File: src/rtl/pulse_stretch_fsm_if.sv
// pulse_stretch_fsm_if
// Groups the event/config inputs and the stretched-level outputs of
// pulse_stretch_fsm into a single bundle.
//   pulse_in  : event strobe, one event per high cycle
//   hold_len  : high-window length in cycles (0 behaves as 1)
//   gap_len   : minimum low gap after each window (0 behaves as 1)
//   retrig_en : 1 = pulse during a window reloads it, 0 = pulse is queued
//   level_out : stretched level, high exactly while a window is active
//   remain    : remaining high cycles including the current one, 0 otherwise
//   pending   : queued events not yet served
//   drop      : one-cycle flag, an event was lost to pending saturation
// Modports: master drives the events/config, slave is the stretcher.
interface pulse_stretch_fsm_if #(
  parameter int CNT_W  = 8,
  parameter int PEND_W = 4
);
  logic              pulse_in;
  logic [CNT_W-1:0]  hold_len;
  logic [CNT_W-1:0]  gap_len;
  logic              retrig_en;
  logic              level_out;
  logic [CNT_W-1:0]  remain;
  logic [PEND_W-1:0] pending;
  logic              drop;

  modport master (
    output pulse_in, hold_len, gap_len, retrig_en,
    input  level_out, remain, pending, drop
  );

  modport slave (
    input  pulse_in, hold_len, gap_len, retrig_en,
    output level_out, remain, pending, drop
  );
endinterface

File: src/rtl/pulse_stretch_fsm.sv
// pulse_stretch_fsm
// Turns single-cycle event pulses into level windows: each accepted event
// gives a high window of max(hold_len,1) cycles followed by a low gap of at
// least max(gap_len,1) cycles. Events during a window either reload it
// (retrig_en=1) or are queued in a saturating counter and replayed later.
// Ports:
//   clk   : clock, all state changes on the rising edge
//   reset : synchronous, active-high
//   bus   : pulse_stretch_fsm_if slave modport (events, config, outputs)
// All outputs are registers; there is no combinational path from pulse_in.
module pulse_stretch_fsm #(
  parameter int CNT_W  = 8,
  parameter int PEND_W = 4
) (
  input logic                clk,
  input logic                reset,
  pulse_stretch_fsm_if.slave bus
);

  typedef enum logic [1:0] {
    IDLE = 2'd0,
    HOLD = 2'd1,
    GAP  = 2'd2
  } state_t;

  localparam logic [CNT_W-1:0]  CNT_ZERO = '0;
  localparam logic [CNT_W-1:0]  CNT_ONE  = CNT_W'(1'b1);
  localparam logic [PEND_W-1:0] PEND_ONE = PEND_W'(1'b1);
  localparam logic [PEND_W-1:0] PEND_MAX = {PEND_W{1'b1}};

  state_t            state_r, state_s;
  logic [CNT_W-1:0]  cnt_r, cnt_s;
  logic [PEND_W-1:0] pending_r, pending_s;
  logic              drop_r, drop_s;
  logic              level_r;
  logic [CNT_W-1:0]  remain_r;
  logic              inc_s, dec_s;
  logic [CNT_W-1:0]  hold_eff_s, gap_eff_s;

  // Zero-length configurations behave as one cycle.
  always_comb begin
    hold_eff_s = bus.hold_len;
    gap_eff_s  = bus.gap_len;
    if (bus.hold_len == CNT_ZERO) begin
      hold_eff_s = CNT_ONE;
    end else begin
      hold_eff_s = bus.hold_len;
    end
    if (bus.gap_len == CNT_ZERO) begin
      gap_eff_s = CNT_ONE;
    end else begin
      gap_eff_s = bus.gap_len;
    end
  end

  // Next-state, window counter and queue increment/decrement decisions.
  always_comb begin
    state_s = state_r;
    cnt_s   = cnt_r;
    inc_s   = 1'b0;
    dec_s   = 1'b0;
    case (state_r)
      IDLE: begin
        if (bus.pulse_in) begin
          state_s = HOLD;
          cnt_s   = hold_eff_s;
        end else begin
          cnt_s   = CNT_ZERO;
        end
      end
      HOLD: begin
        if (bus.pulse_in && bus.retrig_en) begin
          cnt_s = hold_eff_s;
        end else begin
          inc_s = bus.pulse_in;
          if (cnt_r == CNT_ONE) begin
            state_s = GAP;
            cnt_s   = gap_eff_s;
          end else begin
            cnt_s   = cnt_r - CNT_ONE;
          end
        end
      end
      GAP: begin
        // Pulses in the gap are always queued; retriggering cannot shorten it.
        inc_s = bus.pulse_in;
        if (cnt_r > CNT_ONE) begin
          cnt_s = cnt_r - CNT_ONE;
        end else if ((pending_r != '0) || bus.pulse_in) begin
          state_s = HOLD;
          cnt_s   = hold_eff_s;
          dec_s   = 1'b1;
        end else begin
          state_s = IDLE;
          cnt_s   = CNT_ZERO;
        end
      end
      default: begin
        state_s = IDLE;
        cnt_s   = CNT_ZERO;
      end
    endcase
  end

  // Saturating pending counter; a same-edge inc and dec cancel out.
  always_comb begin
    pending_s = pending_r;
    drop_s    = 1'b0;
    if (inc_s && !dec_s) begin
      if (pending_r == PEND_MAX) begin
        drop_s = 1'b1;
      end else begin
        pending_s = pending_r + PEND_ONE;
      end
    end else if (dec_s && !inc_s) begin
      pending_s = pending_r - PEND_ONE;
    end else begin
      pending_s = pending_r;
    end
  end

  // State, counter and registered outputs (outputs derived from next state).
  always_ff @(posedge clk) begin
    if (reset) begin
      state_r   <= IDLE;
      cnt_r     <= CNT_ZERO;
      pending_r <= '0;
      drop_r    <= 1'b0;
      level_r   <= 1'b0;
      remain_r  <= CNT_ZERO;
    end else begin
      state_r   <= state_s;
      cnt_r     <= cnt_s;
      pending_r <= pending_s;
      drop_r    <= drop_s;
      level_r   <= (state_s == HOLD);
      remain_r  <= (state_s == HOLD) ? cnt_s : CNT_ZERO;
    end
  end

  assign bus.level_out = level_r;
  assign bus.remain    = remain_r;
  assign bus.pending   = pending_r;
  assign bus.drop      = drop_r;

endmodule

File: src/flat_wrapper.sv
// flat-port wrapper written by rule: the top's interface ports become plain ports
module pulse_stretch_fsm_flat 
#(
  parameter int CNT_W  = 8,
  parameter int PEND_W = 4
)
  (clk, reset, bus_pulse_in, bus_hold_len, bus_gap_len, bus_retrig_en, bus_level_out, bus_remain, bus_pending, bus_drop);
  pulse_stretch_fsm_if #(.CNT_W(CNT_W), .PEND_W(PEND_W)) bus_i ();
  input logic clk;
  input logic reset;
  input wire logic [$bits(bus_i.pulse_in)-1:0] bus_pulse_in;
  input wire logic [$bits(bus_i.hold_len)-1:0] bus_hold_len;
  input wire logic [$bits(bus_i.gap_len)-1:0] bus_gap_len;
  input wire logic [$bits(bus_i.retrig_en)-1:0] bus_retrig_en;
  output wire logic [$bits(bus_i.level_out)-1:0] bus_level_out;
  output wire logic [$bits(bus_i.remain)-1:0] bus_remain;
  output wire logic [$bits(bus_i.pending)-1:0] bus_pending;
  output wire logic [$bits(bus_i.drop)-1:0] bus_drop;
  assign bus_i.pulse_in = bus_pulse_in;
  assign bus_i.hold_len = bus_hold_len;
  assign bus_i.gap_len = bus_gap_len;
  assign bus_i.retrig_en = bus_retrig_en;
  assign bus_level_out = bus_i.level_out;
  assign bus_remain = bus_i.remain;
  assign bus_pending = bus_i.pending;
  assign bus_drop = bus_i.drop;
  pulse_stretch_fsm #(.CNT_W(CNT_W), .PEND_W(PEND_W)) u_core (.clk(clk), .reset(reset), .bus(bus_i));
endmodule
File: config.mk
export PLATFORM = sky130hd
export DESIGN_NAME = pulse_stretch_fsm_flat
export DESIGN_NICKNAME = d
export VERILOG_FILES = /design/src/rtl/pulse_stretch_fsm_if.sv /design/src/rtl/pulse_stretch_fsm.sv /design/src/flat_wrapper.sv
export SDC_FILE = /design/constraint.sdc
export NUM_CORES = 1
export LEC_CHECK = 0
export BUFFER_PORTS_ARGS = -buffer_cell sky130_fd_sc_hd__buf_2
export CORE_AREA = 2 2 68 70
export DETAILED_ROUTE_END_ITERATION = 12
export DIE_AREA = 0 0 70 72
export HOLD_SLACK_MARGIN = 0.1
export PLACE_DENSITY_LB_ADDON = 0.05
export REMOVE_ABC_BUFFERS = 1
export SLEW_MARGIN = 10
export SYNTH_ARGS = -nofsm -noshare
export SYNTH_HDL_FRONTEND = slang
export SYNTH_SLANG_ARGS = --single-unit
File: constraint.sdc
create_clock -name clk -period 3.4 [get_ports clk]
set_clock_uncertainty 0.2 [all_clocks]
set_input_delay 0.34 -clock clk [delete_from_list [all_inputs] [get_ports clk]]
set_output_delay 0.34 -clock clk [all_outputs]
set_load 0.005 [all_outputs]
# ---- Word level (Yosys, flattened, before mapping)
# Index checks and enable logic that the tools add are counted.
dict set report classes {
  n_eq_ne 6
  reduce_logical 14
  bitwise_logic 2
  magnitude_cmp 1
  n_mux 23
  n_addsub 3
}
# op count
set ops {}
lappend ops {{$mux 8} 7}
lappend ops {{$pmux 8 s3} 1}
lappend ops {{$logic_not 8->1} 2}
lappend ops {{$mux 4} 3}
lappend ops {{$eq 8x1->1 const B} 1}
lappend ops {{$gt 8x1->1 const B} 1}
lappend ops {{$mux 2} 4}
lappend ops {{$sub 8x1->8 const B} 1}
lappend ops {{$mux 1} 6}
lappend ops {{$pmux 2 s3} 1}
lappend ops {{$add 4x1->4 const B} 1}
lappend ops {{$eq 2x1->1 const B} 2}
lappend ops {{$eq 4x4->1 const B} 1}
lappend ops {{$reduce_bool 4->1} 1}
lappend ops {{$reduce_or 2->1} 2}
lappend ops {{$sub 4x1->4 const B} 1}
lappend ops {{$logic_and 1x1->1} 3}
lappend ops {{$eq 2x2->1 const B} 1}
lappend ops {{$logic_not 1->1} 2}
lappend ops {{$logic_not 2->1} 1}
lappend ops {{$ne 2x2->1 const B} 1}
lappend ops {{$not 1->1} 2}
lappend ops {{$pmux 1 s2} 1}
lappend ops {{$reduce_and 2->1} 1}
lappend ops {{other kinds (2)} 2}
dict set report totals {
  output_inout_bits 14
  regBits 24
  input_bits 20
}

# ---- Longest topological paths before layout
dict set report logic_depth {
  ltp_word 9
  ltp_mapped 12
}

# ---- Least setup slack after synthesis
# OpenSTA, ideal clock, no wires.
dict set report synth_timing {
  kind {reg-to-reg}
  start {reg u_core.cnt_r[5]}
  end {reg u_core.pending_r[3], in the netlist u_core.bus.pending[3]}
  path_stages_with_launch 11
  synth_period_minus_slack_ns 2.878
  arrival_time_ns 2.555
  setup_time_ns 0.123
  path_slack_ns 0.522
  t_required_ns 3.077
  cell_sequence {dfxtp_1 -> or3_4 -> or3_1 -> buf_6 -> o21ai_1 -> ha_1 -> o21a_1 -> nor2_1 -> nand3_1 -> a32oi_1 -> mux2_1}
}
dict set report synth_via {
  elab_chain_cells 7
  elab_cells_between_ends 10
}
# item line_no
set synth_rtl {}
lappend synth_rtl {{start: declaration} pulse_stretch_fsm.sv:32} ;# logic [CNT_W-1:0] cnt_r, cnt_s;
lappend synth_rtl {{start signal: assignment} pulse_stretch_fsm.sv:133} ;# cnt_r <= cnt_s;
lappend synth_rtl {{$gt 8x1->1 (*)} pulse_stretch_fsm.sv:87} ;# if (cnt_r > CNT_ONE) begin
lappend synth_rtl {{$mux 1 (*)} pulse_stretch_fsm.sv:87}
lappend synth_rtl {{$mux 1 (*)} pulse_stretch_fsm.sv:62} ;# case (state_r)
lappend synth_rtl {{$logic_not 1->1} pulse_stretch_fsm.sv:109} ;# if (inc_s && !dec_s) begin
lappend synth_rtl {{$logic_and 1x1->1} pulse_stretch_fsm.sv:109}
lappend synth_rtl {{$ne 2x2->1 (no line) / $reduce_bool 2->1 (equally long branches)} n/a}
lappend synth_rtl {{$reduce_and 2->1 (no line)} n/a}
lappend synth_rtl {{end signal: assignment} pulse_stretch_fsm.sv:134} ;# pending_r <= pending_s;
lappend synth_rtl {{end: declaration} pulse_stretch_fsm.sv:33} ;# logic [PEND_W-1:0] pending_r, pending_s;
# Mark *: on every way between the ends. The rest lies on a longest branch, timed or not.
# A chain may end at the register's enable or synchronous reset.

# ---- Worst setup path in the final report
dict set report layout_timing {
  start {reg u_core.cnt_r[0]}
  end {reg u_core.pending_r[3], in the netlist u_core.bus.pending[3]}
}
# The elaborated chain is that of the path after synthesis.

==> flow_summary.ini <==
[detailed_routing]
drt-total-wl_um = 3700
viasPerCell = 5.42
drt_iter0_markers = 121
dr.pass1.iters = 5
route.vias.total = 1322
ant_nets = 0
wl_per_cell_um = 15.2
route.detailed.drc = 0

[global_routing]
grt_max_degree = 15
grt_pass1_vias = 1284
gr-total-overflow = 0
antenna_found_initial = 0
grt_usage = 0.152
grt_pass1_wl_um = 6080

[placed_design]
io_buffers = 33
gp_congestion = 0.822
numPlacedInstances = 240
dpl.hpwl_um = 2870

[worst_setup_path]
critPathCaptureType = flop
r2r_start = u_core.cnt_r[0]$_SDFF_PP0_
crit_family = simple AND/OR/NAND/NOR gates
cp_max_fo = 4
crit_buf_inv = 1
critPathKind = flop to flop
crit_required_ps = 3360
crit_chain = inv_1 > ha_1 > nor2_1 > or3_1 > o21ai_1 > ha_1 > o21a_1 > nor2_1 > nand3_1 > a32oi_1 > mux2_1
startpoint = u_core.cnt_r[0]$_SDFF_PP0_
cp_num_cells = 11
cpMaxStageDelayCell = or3_1
critical_path_arrival_ps = 2930
crit_path_start_kind = flop
cpPeakStageDelay_ps = 390
ff2ff_path_depth = 11

[final_layout]
syn_to_final_growth_pct = 20.4
drive_gt1_frac = 0.245
antenna_cells = 0
fin_util = 0.394
n_fill_cell = 443
finalNonFillerCells = 244
regArea_um2 = 480
nets = 221
multiInputGateArea_um2 = 847

[synthesis]
synth_ff_type = dfxtp_1
async_flop_share = 0
synthCells = 158
synth_edf_count = 0
synthMostInstantiatedCell = dfxtp_1
synth_fa_ha_area_frac = 0.0717
synthDistinctLibCells = 45
muxShareOfSynthArea = 0.00806
ys_seq_area_frac = 0.344
ys_seq_elements = 24
yosysTopAreaCell = dfxtp_1
synth_compound_area_frac = 0.238
synth.top_cell.area_share = 0.344
synth_common_cells = dfxtp_1, nor2_1, nor3_1
netlist_area_mm2 = 0.00140
synthTopCellsByArea = dfxtp_1, ha_1, nor3_1
synth.avg_cell_area_um2 = 8.84
ys_warn_count = 0
yosys.area_share.simple = 0.245
synth_top_family_by_area = simple AND/OR/NAND/NOR gates
synth-xor-area-share = 0.0439

[die]
die_y_um = 72
start_util = 0.327
die_w_um = 70
dieArea_mm2 = 0.00504
ios = 34
core_region_area_mm2 = 0.00426
rows = 24

[worst_hold_path]
hold_class = input port to flop
hold_depth = 3
min_from = bus_hold_len[7]

[timing]
setup_viol_count_final = 0
slew_headroom = 0.526
post-route-period-util = 0.874
rsz0062_at_grt = no
period_minus_slack_ps = 2970
slew_violations = 0
hold_viol = 0
max_freq_ghz = 0.337
worst_pin_slew_ps = 708
final.setup.tns_ps = 0

[clocking]
cts_hold_buf = 0
htree_levels = 1
worstSkewPairLatency_ps = 270
cts_sinks = 24
postCtsSetupRepairBufs = 0
cts.clk_slew.worst_paths_ps = 90
cts-buffers-inserted = 3
clockRootBuffer = clkbuf_8
cts-resized-gates = 0
ctsLongestPathBuffers = 2
cts_tree = built

[run_status]
status = finished clean

[power]
power_leakage_nw = 0.740
cellPowerDensity_mw_per_mm2 = 490
ir_drop_v = 0.000182
p_total_uw = 823

[run]
maxCapViolations = 0
[final cells by class]
cell class | instances | area share
clock buffers | 3 | 0.0246
multi-input cells | 118 | 0.504
well taps | 52 | 0.0387
inverters | 12 | 0.0268
repair buffers | 34 | 0.103
flip-flops and latches | 24 | 0.286
clock inverters | 1 | 0.0179
[path summary, 6_finish.rpt]
path | endpoint | slack (ps)
setup / recovery | u_core.bus.pending[3]$_SDFFE_PP0P_ | 430
hold / removal | u_core.cnt_r[7]$_SDFF_PP0_ | 160
setup reg to reg | u_core.bus.pending[3]$_SDFFE_PP0P_ | 430
hold reg to reg | u_core.bus.pending[2]$_SDFFE_PP0P_ | 360
[registers in the layout (all words and copies together) (netlist names)]
signal	flops
u_core.bus.remain	8
u_core.cnt_r	8
u_core.bus.pending	4
u_core.state_r	2
u_core.bus.drop	1
u_core.bus.level_out	1
[metrics by stage]
| stage | hold WS [ps] | setup slack [ps] | area (um^2) |
|---|---|---|---|
| floorplan | 209 | 471 | 1370 |
| global placement | 334 | 452 | 1610 |
| detailed placement | 344 | 433 | 1610 |
| CTS | 148 | 419 | 1680 |
| global route | 161 | 180 | 1680 |
| finish | 156 | 430 | 1680 |
[logic make-up (layout without fill, tap and decap cells)]
logic type | count (synthesis) | in the layout
xor+xnor | 7 | 7
simple gates | 64 | 64
fa+ha+maj | 8 | 8
compound gates | 38 | 38
buf+inv | 16 | 50
flops | 24 | 24
mux | 1 | 1
[worst register-to-register path, cell delays in order (launching register included)]
cell     delay, ps
dfxtp_1        350
inv_1          100
ha_1           250
nor2_1          90
or3_1          390
o21ai_1        270
ha_1           320
o21a_1         120
nor2_1         120
nand3_1         90
a32oi_1        220
mux2_1         340
[where the power goes]
group          switching (mW)  internal, mW  leakage [nW]
combinational           0.140         0.103         0.508
clock                  0.0972         0.157        0.0357
sequential             0.0188         0.306         0.196
[routing by layer]
layer	up-vias	part of all wire	track usage
li1	664	-	-
met1	619	0.46	0.191
met2	35	0.47	0.260
met3	4	0.057	0.0319
met4	0	0.012	0.0513
met5	-	0	0
[layout by cell type, fill, tap and decap left out, drive strengths merged, types with 3 or more instances in the layout]
cell and n:
o211ai 3, inv 12, clkbuf 3, a21oi 3, xor2 4, buf 34, a21o 3, a31oi 3
o21ai 5, nor4 6, or3 5, ha 8, nor2 18, dfxtp 24, a222oi 8, xnor2 3
nor3 19, nand3 5
Note: power is estimated with default switching activity, not from simulation.
